## src/rtl/biquad_stream_ctrl.sv

```systemverilog
// biquad_stream_ctrl: streaming front/back end for one biquad IIR section.
// A one-entry hold register feeds the section at a programmed strobe rate.
// Coefficients are double-buffered with an atomic commit. Section outputs go
// into a small FIFO once the section pipeline is primed.
//
// Handshake semantics (both stream ports): a transfer happens on a rising edge
// where valid and ready are both high. Valid never depends on ready.
// s_ready is ~hold_full. m_valid is FIFO not-empty.
module biquad_stream_ctrl #(
  parameter int DATAWIDTH    = 16,
  parameter int COEFWIDTH    = 16,
  parameter int STROBE_DIV   = 4,
  parameter int PIPE_STROBES = 9,
  parameter int FIFO_DEPTH   = 4
) (
  input  logic                 clk,
  input  logic                 nreset,
  input  logic                 enable,
  input  logic [DATAWIDTH-1:0] s_data,
  input  logic                 s_valid,
  output logic                 s_ready,
  output logic [COEFWIDTH-1:0] m_data,
  output logic                 m_valid,
  input  logic                 m_ready,
  input  logic                 cfg_we,
  input  logic [2:0]           cfg_addr,
  input  logic [COEFWIDTH-1:0] cfg_wdata,
  input  logic                 cfg_commit,
  output logic [DATAWIDTH-1:0] bq_x,
  output logic                 bq_valid,
  output logic [COEFWIDTH-1:0] bq_b10,
  output logic [COEFWIDTH-1:0] bq_b11,
  output logic [COEFWIDTH-1:0] bq_b12,
  output logic [COEFWIDTH-1:0] bq_a11,
  output logic [COEFWIDTH-1:0] bq_a12,
  input  logic [COEFWIDTH-1:0] bq_yout,
  output logic                 ovf,
  output logic                 udr
);

  localparam int SLOT_W  = (STROBE_DIV > 1) ? $clog2(STROBE_DIV) : 1;
  localparam int PRIME_W = $clog2(PIPE_STROBES + 1);
  localparam int PTR_W   = $clog2(FIFO_DEPTH);
  localparam int NCOEF   = 5;

  logic [SLOT_W-1:0]                   slot_q, slot_d;
  logic [DATAWIDTH-1:0]                hold_q, hold_d;
  logic                                hold_full_q, hold_full_d;
  logic [DATAWIDTH-1:0]                bq_x_q, bq_x_d;
  logic                                bq_valid_q, bq_valid_d;
  logic                                cap_q, cap_d;
  logic [PRIME_W-1:0]                  prime_q, prime_d;
  logic [NCOEF-1:0][COEFWIDTH-1:0]     shadow_q, shadow_d;
  logic [NCOEF-1:0][COEFWIDTH-1:0]     active_q, active_d;
  logic                                commit_pend_q, commit_pend_d;
  logic [FIFO_DEPTH-1:0][COEFWIDTH-1:0] mem_q, mem_d;
  logic [PTR_W:0]                      wr_ptr_q, wr_ptr_d;
  logic [PTR_W:0]                      rd_ptr_q, rd_ptr_d;
  logic                                ovf_q, ovf_d;
  logic                                udr_q, udr_d;

  logic tick, issue, accept, flush, clr_status;
  logic fifo_empty, fifo_full, pop, push_req, push, drop;
  logic commit_now, do_commit;

  assign tick       = enable && (slot_q == SLOT_W'(STROBE_DIV - 1));
  assign issue      = tick && hold_full_q;
  assign accept     = s_valid && !hold_full_q;
  assign flush      = cfg_we && (cfg_addr == 3'd6);
  assign clr_status = cfg_we && (cfg_addr == 3'd7);

  // Extra pointer bit distinguishes full from empty when the indices match.
  assign fifo_empty = (wr_ptr_q == rd_ptr_q);
  assign fifo_full  = (wr_ptr_q[PTR_W] != rd_ptr_q[PTR_W]) &&
                      (wr_ptr_q[PTR_W-1:0] == rd_ptr_q[PTR_W-1:0]);
  assign pop        = m_ready && !fifo_empty;
  // cap_q marks the cycle after the strobe, when the section's yout is fresh.
  assign push_req   = cap_q && (prime_q == PRIME_W'(PIPE_STROBES)) && !flush;
  assign push       = push_req && (!fifo_full || pop);
  assign drop       = push_req && fifo_full && !pop;

  // A commit request arriving with a same-cycle shadow write copies the new value.
  assign commit_now = commit_pend_q || cfg_commit;
  assign do_commit  = commit_now && (tick || !enable);

  // Next-state logic for slot timing, hold register, strobe, FIFO and config.
  always_comb begin
    slot_d        = (!enable || tick) ? '0 : slot_q + 1'b1;
    hold_d        = hold_q;
    hold_full_d   = hold_full_q;
    bq_x_d        = bq_x_q;
    bq_valid_d    = issue;
    cap_d         = bq_valid_q;
    prime_d       = prime_q;
    shadow_d      = shadow_q;
    active_d      = active_q;
    commit_pend_d = commit_now && !do_commit;
    mem_d         = mem_q;
    wr_ptr_d      = wr_ptr_q;
    rd_ptr_d      = rd_ptr_q;
    ovf_d         = drop ? 1'b1 : (clr_status ? 1'b0 : ovf_q);
    udr_d         = (tick && !hold_full_q) ? 1'b1 : (clr_status ? 1'b0 : udr_q);

    if (issue) begin
      bq_x_d      = hold_q;
      hold_full_d = 1'b0;
    end else if (accept) begin
      hold_d      = s_data;
      hold_full_d = 1'b1;
    end

    if (issue && (prime_q != PRIME_W'(PIPE_STROBES))) begin
      prime_d = prime_q + 1'b1;
    end

    if (push) begin
      mem_d[wr_ptr_q[PTR_W-1:0]] = bq_yout;
      wr_ptr_d = wr_ptr_q + 1'b1;
    end
    if (pop) begin
      rd_ptr_d = rd_ptr_q + 1'b1;
    end

    // Flush drops queued work but leaves coefficients and status alone.
    if (flush) begin
      hold_full_d = 1'b0;
      prime_d     = '0;
      wr_ptr_d    = '0;
      rd_ptr_d    = '0;
    end

    for (int i = 0; i < NCOEF; i++) begin
      if (cfg_we && (cfg_addr == 3'(i))) begin
        shadow_d[i] = cfg_wdata;
      end
    end
    if (do_commit) begin
      active_d = shadow_d;
    end
  end

  // State registers with asynchronous active-low reset.
  always_ff @(posedge clk or negedge nreset) begin
    if (!nreset) begin
      slot_q        <= '0;
      hold_q        <= '0;
      hold_full_q   <= 1'b0;
      bq_x_q        <= '0;
      bq_valid_q    <= 1'b0;
      cap_q         <= 1'b0;
      prime_q       <= '0;
      shadow_q      <= '0;
      active_q      <= '0;
      commit_pend_q <= 1'b0;
      mem_q         <= '0;
      wr_ptr_q      <= '0;
      rd_ptr_q      <= '0;
      ovf_q         <= 1'b0;
      udr_q         <= 1'b0;
    end else begin
      slot_q        <= slot_d;
      hold_q        <= hold_d;
      hold_full_q   <= hold_full_d;
      bq_x_q        <= bq_x_d;
      bq_valid_q    <= bq_valid_d;
      cap_q         <= cap_d;
      prime_q       <= prime_d;
      shadow_q      <= shadow_d;
      active_q      <= active_d;
      commit_pend_q <= commit_pend_d;
      mem_q         <= mem_d;
      wr_ptr_q      <= wr_ptr_d;
      rd_ptr_q      <= rd_ptr_d;
      ovf_q         <= ovf_d;
      udr_q         <= udr_d;
    end
  end

  assign s_ready  = !hold_full_q;
  assign m_valid  = !fifo_empty;
  assign m_data   = mem_q[rd_ptr_q[PTR_W-1:0]];
  assign bq_x     = bq_x_q;
  assign bq_valid = bq_valid_q;
  assign bq_b10   = active_q[0];
  assign bq_b11   = active_q[1];
  assign bq_b12   = active_q[2];
  assign bq_a11   = active_q[3];
  assign bq_a12   = active_q[4];
  assign ovf      = ovf_q;
  assign udr      = udr_q;

endmodule
```

## config.mk

```make
export PLATFORM = sky130hd
export DESIGN_NAME = biquad_stream_ctrl
export DESIGN_NICKNAME = d
export VERILOG_FILES = /design/src/rtl/biquad_stream_ctrl.sv
export SDC_FILE = /design/constraint.sdc
export NUM_CORES = 1
export LEC_CHECK = 0
export CORE_MARGIN = 4
export CORE_UTILIZATION = 28
export DETAILED_ROUTE_END_ITERATION = 12
export HOLD_SLACK_MARGIN = 0.15
export PLACE_DENSITY = 0.55
export SLEW_MARGIN = 10
export SYNTH_ARGS = -nofsm -noshare
export SYNTH_HDL_FRONTEND = slang
export SYNTH_SLANG_ARGS = --single-unit
```

## constraint.sdc

```tcl
create_clock -name clk -period 2.7 [get_ports clk]
set_input_delay 0.81 -clock clk [delete_from_list [all_inputs] [get_ports clk]]
set_output_delay 0.81 -clock clk [all_outputs]
set_load 0.01 [all_outputs]
```

### Yosys cells after proc, flatten, opt, wreduce, memory -nomap -nowiden

Index checks and enable logic that the tools add are counted.

| cells by class | value |
|---|---|
| bitwise operators | 1 |
| equal/unequal tests | 12 |
| add/sub/neg operators | 4 |
| muxes and demuxes | 23 |
| reduce and logical (&&, ||, !) cells | 40 |
| magnitude comparators | 3 |

Operator list:

| cell | number |
|---|---|
| 16-bit 2-to-1 mux | 7 |
| 64-bit bitwise mux | 1 |
| 16-bit binary-select mux with 2-bit select | 1 |
| 16-bit demux with 2-bit select | 1 |
| 1-bit logical AND | 22 |
| 3-bit 2-to-1 mux | 4 |
| 2-bit nonzero test | 5 |
| 3-bit equality test (second input constant) | 3 |
| 4-bit 2-to-1 mux | 2 |
| 1-bit zero test | 7 |
| 3-bit by 1-bit adder with 3-bit output (second input constant) | 2 |
| 3-bit by 2-bit equality test with 1-bit output (second input constant) | 2 |
| 2-bit by 3-bit < comparator with 1-bit output (second input constant) | 2 |
| 1-bit 2-to-1 mux | 6 |
| 4-bit by 1-bit adder with 4-bit output (second input constant) | 1 |
| 4-bit equality test (second input constant) | 1 |
| 4-bit != test (second input constant) | 1 |
| 3-bit by 1-bit equality test with 1-bit output (second input constant) | 1 |
| 3-bit equality test | 1 |
| 3-bit zero test | 1 |
| 1-bit logical OR | 3 |
| 3-bit nonzero test | 1 |
| 2-bit by 1-bit adder with 2-bit output (second input constant) | 1 |
| 2-bit equality test | 1 |
| 6 further kinds | 6 |

| storage, ports and cells | value |
|---|---|
| flip-flop bits (word level) | 274 |
| output and inout port bits | 117 |
| word-level logic and storage cells | 109 |

### Depth between registers and ports, before layout

Gate-level depths: netlist of the first run.

| logic depth | value |
|---|---|
| word-level depth | 7 |
| depth in mapped cells | 8 |

### Least setup slack after synthesis of the first run

Ideal clock, no wire load.

| path | value |
|---|---|
| path kind | input to register |
| start | in cfg_addr[2] |
| end | reg active_q (netlist bit bq_b10[0]) |
| path slack | 0.269 ns |
| buffers on the path | 2 |
| data required time | 2.573 ns |
| stages | 5 |
| arrival | 2.304 ns |
| cell sequence | buf_2 -> nor4b_4 -> buf_2 -> mux2_2 -> mux2_1 |

RTL lines:

| what | RTL line | text |
|---|---|---|
| start, declared | 26 | `input logic [2:0] cfg_addr,` |
| end signal, assigned | 169 | `active_q <= active_d;` |
| end, declared | 54 | `logic [NCOEF-1:0][COEFWIDTH-1:0] active_q, active_d;` |

### Worst setup path after layout of the first run

| path | value |
|---|---|
| start | reg rd_ptr_q[0] |
| end | out m_valid |

| on the way | value |
|---|---|
| longest elaborated chain between the ends | 2 |

Ends and longest elaborated chain:

| what | RTL line | text |
|---|---|---|
| start, declared | 58 | `logic [PTR_W:0] rd_ptr_q, rd_ptr_d;` |
| start signal, assigned | 173 | `rd_ptr_q <= rd_ptr_d;` |
| 3-bit equality test | 73 | `assign fifo_empty = (wr_ptr_q == rd_ptr_q);` |
| 1-bit zero test | 180 | `assign m_valid = !fifo_empty;` |
| end, declared | 23 | `output logic m_valid,` |

No other way between the ends.

==> results of run 1 <==
-- state kept, by name, summed over array words and instances (netlist names), 16 cells and up --
| signal | flops |
|---|---|
| shadow_q | 80 |
| mem_q | 64 |
| bq_a11 | 16 |
| bq_a12 | 16 |
| bq_b10 | 16 |
| bq_b11 | 16 |
| bq_b12 | 16 |
| bq_x | 16 |
| hold_q | 16 |
-- kinds of logic (layout without fill, tap and decap cells) --
kind of cell             count (synthesis)  count (layout)  synth area share
flip-flops                             274             274            0.6294
multiplexers                           258             258            0.2844
AND/OR/NAND/NOR                         91              91           0.04273
buffers and inverters                   41             280           0.01918
AO/OA/AOI/OAI                           14              14          0.008728
adder cells (fa/ha/maj)                  8               8          0.009188
XOR/XNOR                                 8               8          0.006432
other                                    0               1                 0
-- synth_stat cells, types with 5 or more instances --
master,instances,area share
xor2_1,7,0.0056
mux2_2,239,0.25
clkbuf_1,15,0.0052
buf_6,5,0.0052
buf_2,11,0.0051
nand2_1,52,0.018
dfrtp_1,274,0.63
nor2_1,10,0.0034
nand3_1,7,0.0032
mux4_2,12,0.025
inv_1,7,0.0024
ha_1,8,0.0092
-- metrics by stage --
step / setup TNS, ns / instance area, µm² / setup slack, ns
3_5_place_dp: -1.256 / 13630 / -0.04992
2_1_floorplan: 0 / 10890 / 0.2685
3_3_place_gp: -1.138 / 13630 / -0.05710
6_report: 0 / 14760 / 0.02300
5_1_grt: -0.5021 / 14760 / -0.06569
4_1_cts: -0.2075 / 14780 / -0.04781
-- worst max-delay path: stages, from the launching register on --
cell	delay (ns)
dfrtp_1	0.41
buf_12	0.16
buf_6	0.12
xor2_2	0.14
or3_4	0.39
buf_6	0.13
-- final timing paths --
path	start	endpoint	slack, ns	depth (start not counted)
setup / recovery	rd_ptr_q[0]	m_valid	0.02	5
hold / removal	nreset	bq_x[12]	0.19	1
setup reg to reg	rd_ptr_q[0]	mem_q[17]	0.66	9
hold reg to reg	bq_valid	cap_q	0.38	0
max in group asynchronous	nreset	bq_b12[9]	1.80	2
min in group clk	bq_valid	cap_q	0.38	0
-- final cells by class --
class	count	area [µm²]	area share
clock buffer	44	949.7	0.06434
sequential	274	6857	0.4645
timing repair buffer	217	2272	0.1539
multi-input combinational	379	3872	0.2624
tap	511	639.4	0.04332
clock inverter	12	141.4	0.009579
antenna	1	2.502	0.0001695
inverter	7	26.28	0.001780
-- layout by cell type, fill, tap and decap left out, drive strengths merged, types with 4 or more instances in the layout --
master,synthesis,routed
clkbuf,15,49
mux2,240,240
xor2,7,7
nand2,52,52
mux4,16,16
ha,8,8
nor2,14,14
dfrtp,274,274
clkinv,0,7
clkdlybuf4s50,0,156
a21oi,4,4
nand3,7,7
buf,19,56
inv,7,8
-- layer usage --
layer / part of all wire / track usage
met1: 0.44 / 0.1653
met2: 0.45 / 0.1946
met3: 0.085 / 0.05705
met4: 0.019 / 0.03325
met5: 0.00050 / 0
-- timing repair --
action	4_1_cts	5_1_grt
pin swaps	1	1
setup endpoints to repair	17	16
hold buffers	0	0
setup buffers	6	0
resized for setup	72	11
-- power by group through the flow --
| stage | Clock [W] | Combinational (W) | Sequential [W] |
|---|---|---|---|
| after global routing | 0.00483 | 0.00365 | 0.00563 |
| after floorplan | 0 | 0.00126 | 0.00573 |
| final | 0.00447 | 0.00335 | 0.00549 |
| after global placement | 0 | 0.00326 | 0.00555 |
| after detailed placement | 0 | 0.00329 | 0.00557 |
| after CTS | 0.00466 | 0.00342 | 0.00552 |
==> impl_metrics.ini, run 1 <==
[run_status]
outcome = finished, final reports clean

[floorplan]
dieArea_um2 = 42130
core_area_um2 = 38020
die_x_um = 205.3
ios = 175
placementRows = 71
die_h_um = 205.3
initial_core_util = 0.2865

[synth]
synth_fp_nets = 760
yosysUniqueCellTypes = 39
synthCells = 694
synth_edf_count = 0
syn_avg_cell_area_um2 = 15.70
synth-seq-cells = 274
ys_warn_count = 0
ys_seq_area_frac = 0.6294
synthesis.area_um2 = 10890
synthFlopType = dfrtp_1
async_flop_share = 1.000

[power_and_ir_drop]
combPwrFrac = 0.252
p_switching_w = 0.003522
p_seq_frac = 0.412
pwr_density_cell_nw_per_um2 = 902.1
cellLeakagePower_nw = 6.529
power_frac_clock = 0.336
peakVddDrop_uv = 514.9
power.internal_w = 0.009793
power.total_w = 0.01332
switching_share = 0.2645

[layout]
utilization = 0.3882
stdcell_count = 1445
final_nets = 979
fill_cells = 3659
drive_gt1_frac = 0.4073
syn2layout_area_growth_pct = 35.49

[sta]
post-route-period-util = 0.9915
drv_slew = 0
slew_headroom = 0.7004
finalCriticalPeriod_ns = 2.677
rsz0062_at_grt = yes
fmax_mhz = 373.6
clock-skew-final_ns = 0.01925
finalHoldViolCount = 0
whs_ns = 0.1902
finalSetupViolCount = 0
worst_pin_slew_ns = 0.4456

[global_route]
grt_max_degree = 72
track_usage = 0.1272
grt_overflow = 0
antenna_found_initial = 1
grt_first_pass_wirelength_um = 41580
first_global_vias = 7066

[route]
vias_per_cell = 4.420
wire_per_inst_um = 18.13
vias = 6387
drt_iter0_drc = 158
route.detailed.drc = 0
wl_um = 26200
antenna_left = 0
drtPass1Iterations = 6

[flow_run]
maxCapViolCount = 0

[worst_setup_path]
arrival_ns = 1.87
cp-start-kind = flip-flop
criticalPathCategory = flip-flop to primary output
cp.required_ns = 1.89
end_kind = primary output
crit_fanout = 8

[placed_design]
dp_hpwl_um = 17220
port_buffers = 174
dp_cells = 1382
gp_congestion = 0.7266

[clock_tree]
cts_tree = built
clock_latency_ns = 0.53
clockBufferDepth = 3
clk_pin_slew_ns = 0.06
numCtsBuffers = 34
htree_levels = 2
clock_sinks = 274
clock_tree.root_cell = clkbuf_16

[worst_hold_path]
min_path_type = input port to asynchronous set/reset pin
Note: power is estimated with default switching activity, not from simulation.
==> inputs of run 2 (changes only) <==
- HOLD_SLACK_MARGIN: 0.15 -> 0.1
- clock period: 2.7 -> 3.4 ns (I/O delays scaled with it)
==> impl_metrics.ini, run 2 (same netlist as run 1, synthesis figures left out) <==
[run_status]
outcome = finished, final reports clean

[global_route]
grt_max_degree = 72
first_global_vias = 6925
track_usage = 0.1211
antenna_found_initial = 2
grt_overflow = 0
grt_first_pass_wirelength_um = 40360

[worst_setup_path]
crit_top_cell = buf_12
end_kind = primary output
reg2reg_slack_ns = 1.39
r2r_cells = 7
critical_path.slowest_cell = mux4_2
arrival_ns = 2.27
criticalPathCategory = flip-flop to primary output
cp-start-kind = flip-flop
r2r_end = mem_q[40]
timing.rr.start = prime_q[1]
max_stage_delay_ns = 0.50
cp.required_ns = 2.38
crit_fanout = 12
path_cells = buf_12 > buf_12 > mux4_2 > clkdlybuf4s50_1

[placed_design]
gp_congestion = 0.7188
dp_cells = 1372
dp_hpwl_um = 16860
port_buffers = 174
placed_area_um2 = 13470

[route]
antenna_left = 0
drtPass1Iterations = 4
drt_iter0_drc = 191
wl_um = 25660
wire_per_inst_um = 17.90
route.detailed.drc = 0
vias = 6341
vias_per_cell = 4.422

[power_and_ir_drop]
pwr_density_cell_nw_per_um2 = 706.5
p_switching_w = 0.002757
power.internal_w = 0.007545
cellLeakagePower_nw = 6.412
combPwrFrac = 0.254
power_frac_clock = 0.321
peakVddDrop_uv = 481.3
p_seq_frac = 0.425
switching_share = 0.2676

[sta]
finalSetupViolCount = 0
post-route-period-util = 0.9691
finalCriticalPeriod_ns = 3.295
whs_ns = 0.3703
finalHoldViolCount = 0
drv_slew = 0
slew_headroom = 0.6570
clock-skew-final_ns = 0.01475
fmax_mhz = 303.5
rsz0062_at_grt = no
fin_setup_tns_ns = 0
worst_pin_slew_ns = 0.5107

[worst_hold_path]
min_path_type = input port to asynchronous set/reset pin

[layout]
syn2layout_area_growth_pct = 33.85
regMostFlops = shadow_q
regArea_um2 = 6858
fill_cells = 3647
layout_common_cells = 273 x dfrtp_1, 239 x mux2_2, 173 x clkdlybuf4s50_1
utilization = 0.3835
multi_input_area_um2 = 3875
drive_gt1_frac = 0.3764
top_regs = shadow_q (80), mem_q (64)
stdcell_count = 1434
largest_register_ff_count = 80
final_nets = 965
final_area_um2 = 14580
final_common_cell = dfrtp_1

[floorplan]
core_area_um2 = 38020
ios = 175
die_h_um = 205.3
placementRows = 71
initial_core_util = 0.2865
dieArea_um2 = 42130
die_x_um = 205.3

[clock_tree]
clk_pin_slew_ns = 0.06
clock_latency_ns = 0.57
clockBufferDepth = 3
htree_levels = 1
cts_tree = built
cts_hold_buf = 0
clock_sinks = 274
numCtsBuffers = 31
clock_tree.root_cell = clkbuf_16

[flow_run]
maxCapViolCount = 0
==> run 2: cell types whose count changed in the layout (fill, tap and decap cells not counted), moves of 3 or more <==
| cell | before | now |
|---|---|---|
| clkdlybuf4s50_1 | 156 | 173 |
| buf_6 | 14 | 0 |
| clkbuf_2 | 5 | 0 |
| clkbuf_16 | 35 | 31 |
| mux4_1 | 0 | 4 |
| mux4_2 | 16 | 12 |
| buf_12 | 17 | 14 |
| buf_2 | 3 | 0 |
| buf_4 | 21 | 18 |
| clkbuf_8 | 4 | 7 |
==> run 2: repair_timing <==
item,4_1_cts,5_1_grt
gates cloned,0,0
gates resized for setup,1,0
setup buffers,0,5
pin swaps,0,0
endpoints found under the setup margin,3,1
==> run 2: power groups by stage <==
stage               Sequential, W  Combinational [W]  Clock, W
floorplan                 0.00455            0.00100         0
global placement          0.00443            0.00252         0
detailed placement        0.00444            0.00255         0
CTS                       0.00440            0.00256   0.00343
global route              0.00448            0.00284   0.00357
finish                    0.00438            0.00262   0.00331
==> run 2: worst max path at each step <==
stage / from / endpoint / slack, ns
6_report: rd_ptr_q[0] / m_data[7] / 0.11
5_1_grt: rd_ptr_q[0] / m_data[15] / 0.03
4_1_cts: rd_ptr_q[0] / m_data[4] / 0.02
3_5_place_dp: cfg_addr[0] / mem_q[40] / 0.28
3_3_place_gp: cfg_addr[0] / mem_q[41] / 0.32
2_1_floorplan: cfg_addr[2] / bq_b10[0] / 0.76
==> run 2: worst max-delay path, delay by kind of cell (launching register included) <==
family / cells / cell delay, ns
flops: 1 / 0.42
mux: 1 / 0.50
buf+inv: 3 / 0.80
==> run 2: layer usage <==
| metal | GRT usage | vias up | wire length (µm) |
|---|---|---|---|
| met5 | 0 | - | 23 |
| met4 | 0.02727 | 4 | 555 |
| met3 | 0.04854 | 46 | 2192 |
| met2 | 0.1908 | 150 | 11540 |
| met1 | 0.1581 | 3249 | 11360 |
| li1 | - | 2892 | - |
==> run 2: cell type report <==
| type | instances | area share |
|---|---|---|
| inverter | 7 | 0.001802 |
| clock inverter | 13 | 0.008752 |
| tap | 511 | 0.04385 |
| antenna | 1 | 0.0001716 |
| timing repair buffer | 206 | 0.1483 |
| sequential | 274 | 0.4703 |
| clock buffer | 43 | 0.06109 |
| multi-input combinational | 379 | 0.2657 |
==> run 2: stage by stage <==
stage / setup slack, ns / power (W)
after detailed placement: 0.2782 / 0.006990
final: 0.1052 / 0.01030
after global routing: 0.03218 / 0.01089
after CTS: 0.01645 / 0.01039
after global placement: 0.3222 / 0.006948
after floorplan: 0.7585 / 0.005552
==> inputs of run 3 (changes only) <==
- PLACE_DENSITY: 0.55 -> unset
- clock period: 3.4 -> 4 ns (I/O delays scaled with it)
==> impl_metrics.ini, run 3 (same netlist as run 1, synthesis figures left out) <==
[run_status]
outcome = finished, final reports clean

[placed_design]
port_buffers = 174
gp_congestion = 0.7403
dp_cells = 1371
dp_hpwl_um = 16830

[layout]
final_nets = 962
largest_register_ff_count = 80
layout_common_cells = 274 x dfrtp_1, 239 x mux2_2, 173 x clkdlybuf4s50_1
stdcell_count = 1433
drive_gt1_frac = 0.3735
top_regs = shadow_q (80), mem_q (64)
final_common_cell = dfrtp_1
regMostFlops = shadow_q
syn2layout_area_growth_pct = 33.54

[worst_setup_path]
cp-start-kind = flip-flop
crit_fanout = 7
cp.required_ns = 2.80
end_kind = primary output
arrival_ns = 2.27
criticalPathCategory = flip-flop to primary output

[sta]
clock-skew-final_ns = 0.01501
finalCriticalPeriod_ns = 3.471
post-route-period-util = 0.8676
finalHoldViolCount = 0
finalSetupViolCount = 0
slew_headroom = 0.5858
worst_pin_slew_ns = 0.6214
fin_setup_tns_ns = 0
drv_slew = 0
rsz0062_at_grt = no
fmax_mhz = 288.1

[route]
wl_um = 26050
wire_per_inst_um = 18.18
antenna_left = 0
vias_per_cell = 4.446
route.detailed.drc = 0
vias = 6371
drtPass1Iterations = 6
drt_iter0_drc = 153

[clock_tree]
cts_hold_buf = 0
clk_pin_slew_ns = 0.06
clock_sinks = 274
cts_tree = built
cts_resized = 0
numCtsBuffers = 34
postCtsSetupBuffers = 0
htree_levels = 2
clockBufferDepth = 3
clock_tree.root_cell = clkbuf_16
clock_latency_ns = 0.52

[floorplan]
placementRows = 71
ios = 175
initial_core_util = 0.2865
die_x_um = 205.3
dieArea_um2 = 42130
die_h_um = 205.3
core_area_um2 = 38020

[power_and_ir_drop]
power.internal_w = 0.006581
combPwrFrac = 0.238
p_switching_w = 0.002387
pwr_density_cell_nw_per_um2 = 616.5
power_frac_clock = 0.348
switching_share = 0.2661
power.total_w = 0.008968
p_seq_frac = 0.414
cellLeakagePower_nw = 6.408
peakVddDrop_uv = 376.4

[global_route]
track_usage = 0.1263
antenna_found_initial = 2
grt_first_pass_wirelength_um = 41830
first_global_vias = 7088
grt_max_degree = 83
grt_overflow = 0

[flow_run]
maxCapViolCount = 0

[worst_hold_path]
min_path_type = flip-flop to flip-flop
run 3: through the flow:
| stage | hold WS (ns) | setup slack [ns] | utilization | area [µm²] |
|---|---|---|---|---|
| 6_report | 0.3802 | 0.5294 | 0.3826 | 14550 |
| 5_1_grt | 0.3896 | 0.3962 | 0.3826 | 14550 |
| 4_1_cts | 0.3843 | 0.4693 | 0.3826 | 14550 |
| 3_5_place_dp | 0.3714 | 0.5691 | 0.3521 | 13390 |
| 3_3_place_gp | 0.3649 | 0.6339 | 0.3521 | 13390 |
| 2_1_floorplan | 0.4099 | 1.179 | - | 10890 |
run 3: layer usage:
| layer | part of all wire | up-vias | global-route usage |
|---|---|---|---|
| met5 | 0.00027 | - | 0 |
| met4 | 0.017 | 2 | 0.03182 |
| met3 | 0.092 | 34 | 0.05311 |
| met2 | 0.45 | 170 | 0.1961 |
| met1 | 0.44 | 3273 | 0.1643 |
| li1 | - | 2892 | - |
run 3: area by class of cell:
| type | instances | area, µm² |
|---|---|---|
| repair buffers | 200 | 1992 |
| clock buffers | 49 | 997.2 |
| multi-input cells | 379 | 3875 |
| fillers | 3693 | 23470 |
| diodes | 1 | 2.502 |
| clock inverters | 12 | 158.9 |
| well taps | 511 | 639.4 |
| flip-flops and latches | 274 | 6857 |
| inverters | 7 | 26.28 |
run 3: worst max-delay path: stages, from the launching register on:
cell,delay [ns]
dfrtp_1,0.57
xor2_1,0.22
or3_1,0.46
clkdlybuf4s50_1,0.51
run 3: power groups by stage:
stage | clock, W | sequential [W] | combinational (W)
2_1_floorplan | 0 | 0.00387 | 0.000852
3_3_place_gp | 0 | 0.00375 | 0.00214
3_5_place_dp | 0 | 0.00376 | 0.00217
4_1_cts | 0.00325 | 0.00373 | 0.00218
5_1_grt | 0.00336 | 0.00380 | 0.00233
6_report | 0.00312 | 0.00371 | 0.00213
run 3: path summary, 6_finish.rpt:
path	from	to	slack (ns)	cells after the start
setup reg to reg	rd_ptr_q[1]	mem_q[1]	1.93	5
min in group asynchronous	nreset	bq_x[14]	0.64	1
hold / removal	bq_valid	cap_q	0.38	0
max in group asynchronous	nreset	shadow_q[73]	2.44	2
setup / recovery	rd_ptr_q[1]	m_valid	0.53	3
hold reg to reg	bq_valid	cap_q	0.38	0
